==> config.mk <==
export PLATFORM = sky130hd
export DESIGN_NAME = booth_r4_sequencer
export DESIGN_NICKNAME = d
export VERILOG_FILES = /design/src/rtl/booth_pkg.sv /design/src/rtl/booth_iter_counter.sv /design/src/rtl/booth_r4_sequencer.sv
export SDC_FILE = /design/constraint.sdc
export NUM_CORES = 1
export LEC_CHECK = 0
export BUFFER_PORTS_ARGS = -buffer_cell sky130_fd_sc_hd__buf_2
export CORE_AREA = 2 2 39 41
export CTS_CLUSTER_DIAMETER = 200
export DETAILED_ROUTE_END_ITERATION = 10
export DIE_AREA = 0 0 41 43
export MAX_ROUTING_LAYER = met4
export PLACE_DENSITY = 0.68
export SETUP_SLACK_MARGIN = 0.02
export SLEW_MARGIN = 20
export SYNTH_ARGS = -nofsm -noshare
export SYNTH_HDL_FRONTEND = slang
export SYNTH_SLANG_ARGS = --single-unit
==> constraint.sdc <==
create_clock -name clk -period 2.3 [get_ports clk]
set_clock_uncertainty 0.1 [all_clocks]
set_input_delay 0.345 -clock clk [delete_from_list [all_inputs] [get_ports clk]]
set_output_delay 0.345 -clock clk [all_outputs]
set_load 0.03 [all_outputs]
==> src/rtl/booth_pkg.sv <==
// Shared types and recoding helpers for the radix-4 Booth control sequencer.
package booth_pkg;

  typedef enum logic [2:0] {
    ST_IDLE,
    ST_LOAD,
    ST_ADD,
    ST_SHIFT,
    ST_STORE,
    ST_DONE
  } booth_state_e;

  localparam int C_LOAD   = 0;
  localparam int C_ADD_M  = 1;
  localparam int C_ADD_2M = 2;
  localparam int C_SUB_M  = 3;
  localparam int C_SUB_2M = 4;
  localparam int C_COUNT  = 5;
  localparam int C_SHIFT  = 6;
  localparam int C_STORE  = 7;

  // Bit 0..3 of the result line up with strobes c[1..4]; zero means no-op.
  function automatic logic [3:0] booth_decode(input logic [2:0] q_lsb);
    logic [3:0] sel;
    case (q_lsb)
      3'b001, 3'b010: sel = 4'b0001;
      3'b011:         sel = 4'b0010;
      3'b101, 3'b110: sel = 4'b0100;
      3'b100:         sel = 4'b1000;
      default:        sel = 4'b0000;
    endcase
    return sel;
  endfunction

endpackage

==> src/rtl/booth_iter_counter.sv <==
// Iteration counter with synchronous clear/increment and terminal flag.
// Latency: count updates on the edge after clr/inc; is_last is combinational.
// Backpressure: none.
module booth_iter_counter #(
  parameter int CNT_W = 2,
  parameter int LAST  = 3
) (
  input  logic             clk,
  input  logic             reset,
  input  logic             clr,
  input  logic             inc,
  output logic [CNT_W-1:0] count,
  output logic             is_last
);

  always_ff @(posedge clk) begin
    if (reset || clr) begin
      count <= '0;
    end else if (inc) begin
      count <= count + 1'b1;
    end
  end

  assign is_last = (count == CNT_W'(LAST));

endmodule

==> src/rtl/booth_r4_sequencer.sv <==
// Radix-4 Booth control FSM driving the A/Q/M datapath through strobes c[7:0].
// Latency: start to final pulse is 3+WIDTH cycles, 3+WIDTH/2 when every recoding skips.
// Backpressure: none; start is ignored while busy, abort returns to IDLE.
module booth_r4_sequencer
  import booth_pkg::*;
#(
  parameter int WIDTH    = 8,
  parameter int SKIP_NOP = 1,
  localparam int N_IT    = WIDTH / 2,
  localparam int CNT_W   = (N_IT > 1) ? $clog2(N_IT) : 1
) (
  input  logic             clk,
  input  logic             reset,
  input  logic             start,
  input  logic             abort,
  input  logic [2:0]       q_lsb,
  output logic [7:0]       c,
  output logic             busy,
  output logic             final_pulse,  // "final" is a reserved word
  output logic [CNT_W-1:0] iter
);

  booth_state_e state, nxt;
  logic [7:0]   c_moore;
  logic         busy_r, final_r;
  logic [3:0]   sel;
  logic         skip, is_last;

  assign sel  = booth_decode(q_lsb);
  assign skip = (SKIP_NOP != 0) && (sel == 4'b0000);

  always_comb begin
    nxt = state;
    case (state)
      ST_IDLE:  if (start) nxt = ST_LOAD;
      ST_LOAD:  nxt = ST_ADD;
      ST_ADD:   if (!skip) nxt = ST_SHIFT;
                else       nxt = is_last ? ST_STORE : ST_ADD;
      ST_SHIFT: nxt = is_last ? ST_STORE : ST_ADD;
      ST_STORE: nxt = ST_DONE;
      ST_DONE:  nxt = ST_IDLE;
      default:  nxt = ST_IDLE;
    endcase
    if (abort && state != ST_IDLE) nxt = ST_IDLE;
  end

  // Moore strobes are registered from the next state so they are glitch-free.
  always_ff @(posedge clk) begin
    if (reset) begin
      state   <= ST_IDLE;
      c_moore <= '0;
      busy_r  <= 1'b0;
      final_r <= 1'b0;
    end else begin
      state   <= nxt;
      c_moore <= {nxt == ST_STORE, {2{nxt == ST_SHIFT}}, 4'b0000, nxt == ST_LOAD};
      busy_r  <= nxt inside {ST_LOAD, ST_ADD, ST_SHIFT, ST_STORE};
      final_r <= (nxt == ST_DONE);
    end
  end

  always_comb begin
    c = c_moore;
    if (state == ST_ADD) begin
      c[C_SUB_2M:C_ADD_M] = sel;
      c[C_COUNT]          = skip;
      c[C_SHIFT]          = skip;
    end
  end

  assign busy        = busy_r;
  assign final_pulse = final_r;

  booth_iter_counter #(
    .CNT_W(CNT_W),
    .LAST (N_IT - 1)
  ) u_iter_counter (
    .clk    (clk),
    .reset  (reset),
    .clr    (c[C_LOAD]),
    .inc    (c[C_COUNT]),
    .count  (iter),
    .is_last(is_last)
  );

endmodule

==> flow_metrics.py, run 1 <==
metrics = {
    "global_route": {
        "grt_pass1_vias": 385,
        "grt_pass1_wl_um": 1470,
        "grt_max_degree": 9,
        "grt_use_met3_pct": 3.14,
        "grtUsageMet1_pct": 13.4,
        "busiest_layer": "met2",
        "grt_overflow": 0,
        "grt_use_met2_pct": 20.6,
        "antenna_found_initial": 0,
        "grtUsageTotal_pct": 12.9,
    },
    "worst_setup_path": {
        "crit_type": "register to output port",
        "start_kind": "register",
        "crit_path_max_fanout": 6,
        "endpoint_kind": "output port",
        "crit_required_ns": 1.86,
        "slowest_delay_ns": 0.42,
        "rr_startpoint": "state[1]$_SDFF_PP0_",
        "arrival_ns": 1.61,
        "path_cells": "or3b_4 > nor3_2 > nor2_1 > buf_2",
        "slowest_stage": "or3b_4",
        "startpoint": "state[1]$_SDFF_PP0_",
    },
    "sta": {
        "holdWs_ns": 0.269,
        "tns_ns": 0,
        "relSlewSlack_pct": 73.3,
        "period_share_pct": 89.5,
        "rsz0062_at_grt": "false",
        "finalSetupViolCount": 0,
        "max_freq_mhz": 486,
        "worst_slew_pin_slew_ns": 0.397,
        "hold_viol": 0,
        "period_minus_slack_ns": 2.06,
        "final_max_slew_viol_count": 0,
    },
    "route": {
        "vias": 489,
        "wl_per_cell_um": 10.9,
        "wl_um": 1020,
        "drc": 0,
        "vias_per_cell": 5.26,
        "antenna_left": 0,
        "firstDrtPassIters": 4,
        "drt-initial-drc-count": 9,
    },
    "layout": {
        "antenna_cells": 0,
        "fillers": 147,
        "final_cell_mix": "18 x buf_2, 10 x dfxtp_1, 7 x nor2_1",
        "area_delta_synth_final_pct": 16.9,
        "utilization_pct": 46.2,
        "fin_area_um2": 639,
        "drive_above_1_share_pct": 36.4,
        "layout_commonest_cell": "buf_2",
        "final_nets": 87,
        "fin_cells": 93,
    },
    "synth": {
        "synth_top_family_by_area": "simple AND/OR/NAND/NOR gates",
        "synth_edf_count": 0,
        "synth_seq_cells": 10,
        "yosys.cell_types.count": 30,
        "async_reset_ff_share_pct": 0,
        "ys.flop_type": "dfxtp_1",
        "ys_seq_area_share_pct": 36.6,
        "syn_inst": 62,
        "muxShareOfSynthArea_pct": 0,
        "yosysWarnings": 0,
        "synth-simple-area-share_pct": 30.7,
        "synth_area_um2": 547,
        "synth_compound_area_share_pct": 18.3,
        "synth_xor_area_share_pct": 3.20,
        "avgSynthCellArea_um2": 8.82,
        "synthAdderAreaFrac_pct": 2.29,
        "synth.net_count": 70,
    },
    "clock_tree": {
        "cts_made_buffers": 3,
        "clock_tree.buffer_depth": 2,
        "clock_sinks": 10,
        "clk_pin_slew_ns": 0.06,
        "clkLatencyLatePin_ns": 0.26,
        "cts_tree": "built",
        "htreeDepth": 1,
        "cts_setup_buffers": 0,
        "clockRootBuffer": "clkbuf_4",
    },
    "place": {
        "gp_congestion": 0.782,
        "dp_hpwl_um": 796,
        "place_inst": 90,
        "post_dp_cell_area_um2": 612,
        "port_buffers": 18,
    },
    "pwr": {
        "vdd_ir_drop_max_v": 0.000289,
        "power_density_mw_per_mm2": 583,
        "p_leak_nw": 0.280,
    },
    "run_status": {
        "outcome": "finished clean",
    },
    "floorplanning": {
        "num_io_pins": 19,
        "fp.dieH_um": 43,
        "rows": 14,
        "start_util_pct": 39.5,
        "die_x_um": 41,
        "core_area_mm2": 0.00138,
        "die_area_mm2": 0.00176,
    },
    "hold_path": {
        "hold_class": "input pin to register",
        "hold_start": "reset",
    },
    "run": {
        "drv_cap": 0,
    },
}
[critical path: cells and delay by family (launching register included)]
kind	cells	cell delay, ns
buffers and inverters	1	0.19
flip-flops	1	0.38
AND/OR/NAND/NOR	3	0.79
[final cells by class]
class                           count  area, um2  share of cell area [%]
Clock buffer                        3       22.5                    3.52
Timing Repair Buffer               18       90.1                    14.1
Inverter                            1       3.75                   0.587
Sequential cell                    10        200                    31.3
Tap cell                           16       20.0                    3.13
Multi-Input combinational cell     45        303                    47.4
[metal layers]
layer / share of wire, % / routed length, um / up-vias
met4: 2.0 / 20 / 0
li1: - / - / 252
met3: 2.2 / 22 / 4
met2: 51 / 523 / 7
met1: 44 / 451 / 226
met5: 0 / 0 / -
[cells by family after synthesis]
family,after synthesis
buffers and inverters,7
adders and majority gates,1
xor gates and xnor gates,2
and+or+nand+nor,29
DFF,10
AOI/OAI and AO/OA,13
[cell usage after synthesis, types with 2 or more instances]
| library cell | n | area (um2) |
|---|---|---|
| nand2_1 | 4 | 15.0 |
| dfxtp_1 | 10 | 200 |
| nor3b_1 | 2 | 15.0 |
| a211oi_1 | 3 | 22.5 |
| buf_4 | 4 | 30.0 |
| o21ai_0 | 3 | 15.0 |
| nor2_1 | 7 | 26.3 |
| nor3_1 | 5 | 25.0 |
| nor2b_1 | 3 | 18.8 |
[state kept, by name, indices dropped and copies added, names as in the netlist]
| register | flops |
|---|---|
| busy | 1 |
| c_moore | 3 |
| final_pulse | 1 |
| state | 3 |
| u_iter_counter.count | 2 |
[what timing repair did]
action	in CTS	in global routing
endpoints found under the setup margin	0	2
hold buffers	0	0
resized for setup	0	1
[path summary, 6_finish.rpt]
| check | endpoint | slack, ns | cells past startpoint |
|---|---|---|---|
| setup / recovery | c[5] | 0.24 | 4 |
| hold / removal | busy$_SDFF_PP0_ | 0.27 | 2 |
| setup reg to reg | busy$_SDFF_PP0_ | 0.31 | 4 |
| hold reg to reg | u_iter_counter.count[1]$_SDFFE_PP0P_ | 0.36 | 1 |
[report_power, final]
part	leakage [nW]	total, mW	internal [mW]	switching [mW]
Combinational	0.184	0.0714	0.0280	0.0434
Sequential	0.0814	0.185	0.180	0.00506
Clock	0.0138	0.116	0.0603	0.0554
[per-stage QoR]
step,setup WS [ns],power (mW)
floorplan,0.363,0.244
global placement,0.356,0.259
detailed placement,0.322,0.260
CTS,0.0904,0.378
global route,0.121,0.388
finish,0.241,0.373
No activity file was read; power rests on OpenSTA's default activity.
==> inputs of run 2 (changes only) <==
--- a/config.mk
+++ b/config.mk
@@ -6,10 +6,11 @@
 export NUM_CORES = 1
 export LEC_CHECK = 0
 export BUFFER_PORTS_ARGS = -buffer_cell sky130_fd_sc_hd__buf_2
-export CORE_AREA = 2 2 39 41
+export CORE_AREA = 4 4 41 43
+export CTS_BUF_LIST = sky130_fd_sc_hd__clkbuf_4 sky130_fd_sc_hd__clkbuf_8
 export CTS_CLUSTER_DIAMETER = 200
 export DETAILED_ROUTE_END_ITERATION = 10
-export DIE_AREA = 0 0 41 43
+export DIE_AREA = 0 0 45 47
 export MAX_ROUTING_LAYER = met4
 export PLACE_DENSITY = 0.68
 export SETUP_SLACK_MARGIN = 0.02
==> run 2 against run 1 <==
  * Non-clock buffer count did not move
  * Setup slack got worse by 0.0040 ns
  * Final area rose by 2.0%
  * Sequential share of layout area fell by 0.60 points
  * Cell count did not move
  * Register-to-register slack barely moved
  * Wire length rose by 6.2%
  * Flip-flop and latch count did not move
  * Die area rose by 20%
  * Largest cell class unchanged
  * Highest routed layer unchanged
==> flow_metrics.py, run 2 (synthesized netlist as in run 1, its figures left out) <==
metrics = {
    "hold_path": {
        "hold_class": "input pin to register",
        "hold_start": "reset",
        "hold_end": "busy$_SDFF_PP0_",
        "hold_path_depth": 2,
    },
    "sta": {
        "final_max_slew_viol_count": 0,
        "hold_viol": 0,
        "period_minus_slack_ns": 2.06,
        "tns_ns": 0,
        "max_freq_mhz": 485,
        "period_share_pct": 89.7,
        "finalSetupViolCount": 0,
        "rsz0062_at_grt": "false",
        "worst_slew_pin_slew_ns": 0.381,
        "relSlewSlack_pct": 74.4,
    },
    "global_route": {
        "grt_max_degree": 9,
        "antenna_found_initial": 0,
        "grtUsageTotal_pct": 12.1,
        "grt_pass1_vias": 407,
        "grt_overflow": 0,
        "grt_pass1_wl_um": 1720,
    },
    "layout": {
        "fin_area_um2": 652,
        "antenna_cells": 0,
        "utilization_pct": 50.1,
        "area_delta_synth_final_pct": 19.2,
        "reg.largest.list": "c_moore x3, state x3, u_iter_counter.count x2",
        "drive_above_1_share_pct": 37.2,
        "regArea_um2": 200,
        "layout_commonest_cell": "buf_2",
        "fillers": 133,
        "final_cell_mix": "18 x buf_2, 10 x dfxtp_1, 7 x nor2_1",
        "final_nets": 87,
        "multi_input_area_um2": 303,
    },
    "route": {
        "vias": 481,
        "firstDrtPassIters": 4,
        "antenna_left": 0,
        "routed-wl-met3_um": 80,
        "wl_per_cell_um": 11.6,
        "top_layer": "met4",
        "drc": 0,
        "vias_per_cell": 5.17,
        "drt-initial-drc-count": 5,
        "met1_length_um": 494,
        "wl_um": 1080,
        "route.met2.wl_um": 499,
    },
    "floorplanning": {
        "core_area_mm2": 0.00130,
        "fp.dieH_um": 47,
        "rows": 13,
        "die_x_um": 45,
        "start_util_pct": 42.0,
        "die_area_mm2": 0.00212,
        "num_io_pins": 19,
    },
    "worst_setup_path": {
        "start_kind": "register",
        "crit_required_ns": 1.86,
        "path_cells": "or3b_4 > nor3_2 > nor2_1 > buf_2",
        "crit_path_max_fanout": 8,
        "slowest_delay_ns": 0.43,
        "timing.rr.end": "busy$_SDFF_PP0_",
        "reg2reg_depth": 4,
        "arrival_ns": 1.62,
        "endpoint_kind": "output port",
        "crit_type": "register to output port",
        "rrSetupSlack_ns": 0.31,
        "slowest_stage": "or3b_4",
        "rr_startpoint": "state[2]$_SDFF_PP0_",
    },
    "run": {
        "drv_cap": 0,
    },
    "clock_tree": {
        "cts_tree": "built",
        "post_cts_resize_count": 0,
        "cts_hold_buf": 0,
        "clock_sinks": 10,
        "cts_made_buffers": 3,
        "clockRootBuffer": "clkbuf_4",
        "cts_setup_buffers": 0,
        "clock_tree.buffer_depth": 2,
        "clkLatencyLatePin_ns": 0.27,
        "htreeDepth": 1,
        "clk_pin_slew_ns": 0.07,
    },
    "pwr": {
        "p_leak_nw": 0.287,
        "vdd_ir_drop_max_v": 0.000419,
        "power_density_mw_per_mm2": 634,
    },
    "place": {
        "port_buffers": 18,
        "dp_hpwl_um": 884,
        "gp_congestion": 0.788,
        "post_dp_cell_area_um2": 611,
    },
    "run_status": {
        "outcome": "finished clean",
    },
}
[run 2: cell types whose count changed in the layout (fill, tap and decap cells not counted)]
| cell | delta |
|---|---|
| clkbuf_8 | +1 |
[run 2: worst max-delay path by stage]
stage	startpoint	to	slack (ns)	cells past startpoint
after global routing	state[1]$_SDFF_PP0_	c[5]	0.09	4
after detailed placement	state[2]$_SDFF_PP0_	busy$_SDFF_PP0_	0.31	4
after CTS	state[2]$_SDFF_PP0_	c[6]	0.1	4
after floorplan	state[2]$_SDFF_PP0_	c[1]	0.36	3
after global placement	state[2]$_SDFF_PP0_	busy$_SDFF_PP0_	0.36	4
final	state[2]$_SDFF_PP0_	c[6]	0.24	4
[run 2: stage by stage]
| step | power (mW) | cells | setup WS, ns | hold WS [ns] |
|---|---|---|---|---|
| finish | 0.414 | 93 | 0.237 | 0.254 |
| global route | 0.441 | 93 | 0.0936 | 0.253 |
| CTS | 0.419 | 93 | 0.0956 | 0.253 |
| detailed placement | 0.261 | 89 | 0.315 | 0.352 |
| global placement | 0.259 | 89 | 0.363 | 0.341 |
| floorplan | 0.244 | 62 | 0.363 | 0.325 |
[run 2: area by class of cell]
| type | count | share of cell area [%] |
|---|---|---|
| Multi-Input combinational cell | 45 | 46.4 |
| Sequential cell | 10 | 30.7 |
| Timing Repair Buffer | 18 | 13.8 |
| Clock buffer | 4 | 5.57 |
| Tap cell | 15 | 2.88 |
| Inverter | 1 | 0.576 |
[run 2: power breakdown]
| part | total (mW) | internal (mW) | switching (mW) |
|---|---|---|---|
| clock network | 0.157 | 0.0961 | 0.0607 |
| logic | 0.0714 | 0.0279 | 0.0435 |
| registers | 0.185 | 0.180 | 0.00490 |
[run 2: worst max-delay path: cells and delay by family (launching register included)]
kind	cells	cell delay (ns)
flops	1	0.38
buf+inv	1	0.18
simple gates	3	0.80
[run 2: metal layers]
metal | vias to the layer above | global-route usage [%]
met1 | 211 | 14.3
li1 | 254 | -
met5 | - | -
met4 | 0 | 3.51
met2 | 14 | 17.2
met3 | 2 | 6.90
==> inputs of run 3 (changes only) <==
--- a/config.mk
+++ b/config.mk
@@ -6,13 +6,13 @@
 export NUM_CORES = 1
 export LEC_CHECK = 0
 export BUFFER_PORTS_ARGS = -buffer_cell sky130_fd_sc_hd__buf_2
-export CORE_AREA = 4 4 41 43
+export CORE_MARGIN = 4
+export CORE_UTILIZATION = 40
 export CTS_BUF_LIST = sky130_fd_sc_hd__clkbuf_4 sky130_fd_sc_hd__clkbuf_8
 export CTS_CLUSTER_DIAMETER = 200
 export DETAILED_ROUTE_END_ITERATION = 10
-export DIE_AREA = 0 0 45 47
 export MAX_ROUTING_LAYER = met4
-export PLACE_DENSITY = 0.68
+export PLACE_DENSITY_LB_ADDON = 0.2
 export SETUP_SLACK_MARGIN = 0.02
 export SLEW_MARGIN = 20
 export SYNTH_ARGS = -nofsm -noshare
==> run 3 against run 2 <==
  * Sequential power is essentially flat
  * Setup slack improved by 0.016 ns
  * First-iteration DRC count did not move
  * Final area stayed put
  * Largest power group unchanged
  * Global-route usage grew 1.3 points
  * Maximum frequency grew 0.77%
  * Register-to-register slack is essentially flat
  * Power increased by 0.48%
  * Die area down 4.4%
  * Utilization unchanged
  * Largest cell class unchanged
==> flow_metrics.py, run 3 (synthesized netlist as in run 1, its figures left out) <==
metrics = {
    "route": {
        "wl_per_cell_um": 11.6,
        "firstDrtPassIters": 4,
        "wl_um": 1080,
        "drt-initial-drc-count": 5,
        "antenna_left": 0,
        "vias": 481,
        "drc": 0,
        "vias_per_cell": 5.17,
    },
    "floorplanning": {
        "rows": 13,
        "core_area_mm2": 0.00130,
        "die_x_um": 45.0,
        "fp.dieH_um": 45.0,
        "die_area_mm2": 0.00202,
        "start_util_pct": 42.0,
        "num_io_pins": 19,
    },
    "worst_setup_path": {
        "crit_required_ns": 1.86,
        "slowest_stage": "or3b_4",
        "crit_path_max_fanout": 8,
        "reg2reg_depth": 4,
        "rr_startpoint": "state[2]$_SDFF_PP0_",
        "rrSetupSlack_ns": 0.32,
        "timing.rr.end": "busy$_SDFF_PP0_",
        "crit_type": "register to output port",
        "endpoint_kind": "output port",
        "arrival_ns": 1.60,
        "slowest_delay_ns": 0.42,
        "path_cells": "or3b_4 > nor3_2 > nor2_1 > buf_2",
        "start_kind": "register",
    },
    "run_status": {
        "outcome": "finished clean",
    },
    "hold_path": {
        "hold_class": "input pin to register",
        "hold_path_depth": 2,
        "hold_start": "reset",
        "hold_end": "busy$_SDFF_PP0_",
    },
    "sta": {
        "period_share_pct": 89.0,
        "worst_slew_pin_slew_ns": 0.387,
        "period_minus_slack_ns": 2.05,
        "finalSetupViolCount": 0,
        "tns_ns": 0,
        "hold_viol": 0,
        "rsz0062_at_grt": "false",
        "relSlewSlack_pct": 74.0,
        "max_freq_mhz": 488,
        "final_max_slew_viol_count": 0,
    },
    "run": {
        "drv_cap": 0,
    },
    "place": {
        "dp_hpwl_um": 873,
        "port_buffers": 18,
        "gp_congestion": 0.810,
        "post_dp_cell_area_um2": 611,
    },
    "pwr": {
        "combPwrFrac_pct": 17.1,
        "p_clk_share_pct": 38.2,
        "switching_share_pct": 26.7,
        "vdd_ir_drop_max_v": 0.000445,
        "p_leak_nw": 0.287,
        "power_density_mw_per_mm2": 637,
        "p_int_mw": 0.304,
        "power_mw": 0.416,
        "seqPwrFrac_pct": 44.6,
        "p_switching_mw": 0.111,
    },
    "global_route": {
        "grt_max_degree": 9,
        "grt_pass1_wl_um": 1890,
        "grt_pass1_vias": 438,
        "grtUsageTotal_pct": 13.3,
        "grt_overflow": 0,
        "antenna_found_initial": 0,
    },
    "clock_tree": {
        "cts_tree": "built",
        "clock_sinks": 10,
        "htreeDepth": 1,
        "clk_pin_slew_ns": 0.07,
        "clkLatencyLatePin_ns": 0.27,
        "cts_made_buffers": 3,
        "clock_tree.buffer_depth": 2,
        "clockRootBuffer": "clkbuf_4",
    },
    "layout": {
        "final_cell_mix": "18 x buf_2, 10 x dfxtp_1, 7 x nor2_1",
        "final_nets": 87,
        "reg.largest.list": "c_moore x3, state x3, u_iter_counter.count x2",
        "fin_area_um2": 652,
        "drive_above_1_share_pct": 37.2,
        "fillers": 130,
        "area_delta_synth_final_pct": 19.2,
        "regArea_um2": 200,
        "layout_commonest_cell": "buf_2",
        "multi_input_area_um2": 303,
        "antenna_cells": 0,
    },
}
run 3: cell counts in the layout (fill, tap and decap cells not counted):
Identical to the previous run, type by type.
run 3: worst max path at each step:
stage / start / endpoint / slack (ns) / cells after the start
2_1_floorplan: state[2]$_SDFF_PP0_ / c[1] / 0.36 / 3
3_3_place_gp: state[2]$_SDFF_PP0_ / busy$_SDFF_PP0_ / 0.37 / 4
3_5_place_dp: state[1]$_SDFF_PP0_ / busy$_SDFF_PP0_ / 0.32 / 4
4_1_cts: state[2]$_SDFF_PP0_ / c[5] / 0.11 / 4
5_1_grt: state[1]$_SDFF_PP0_ / c[5] / 0.12 / 4
6_report: state[2]$_SDFF_PP0_ / c[5] / 0.25 / 4
run 3: final cells by class:
type,count,area share (%)
Clock buffer,4,5.57
Inverter,1,0.576
Multi-Input combinational cell,45,46.4
Sequential cell,10,30.7
Tap cell,15,2.88
Timing Repair Buffer,18,13.8
run 3: stage by stage:
step	setup slack, ns	hold slack, ns	cells	util [%]
2_1_floorplan	0.363	0.325	62	-
3_3_place_gp	0.369	0.352	89	46.9
3_5_place_dp	0.324	0.350	89	46.9
4_1_cts	0.112	0.251	93	49.7
5_1_grt	0.122	0.268	93	50.1
6_report	0.252	0.251	93	50.1
run 3: power groups by stage:
stage / clock, mW / combinational, mW / sequential, mW
2_1_floorplan: 0 / 0.0496 / 0.195
3_3_place_gp: 0 / 0.0711 / 0.189
3_5_place_dp: 0 / 0.0708 / 0.190
4_1_cts: 0.163 / 0.0711 / 0.185
5_1_grt: 0.173 / 0.0794 / 0.186
6_report: 0.159 / 0.0712 / 0.185
run 3: critical path: cells and delay by family (launching register included):
kind          cells  cell delay [ns]
buf+inv           1             0.18
flops             1             0.38
simple gates      3             0.77
run 3: metal layers:
metal  global-route usage [%]  wire, um  vias to the layer above
met4                     3.51         0                        0
met1                     17.6       522                      218
met5                        -         0                        -
met2                     18.1       485                        9
li1                         -         -                      254
met3                     6.37        69                        0
run 3: timing repair:
item,4_1_cts,5_1_grt
setup buffers,0,0
gates resized for setup,0,1
endpoints found under the setup margin,0,2
hold buffers,0,0
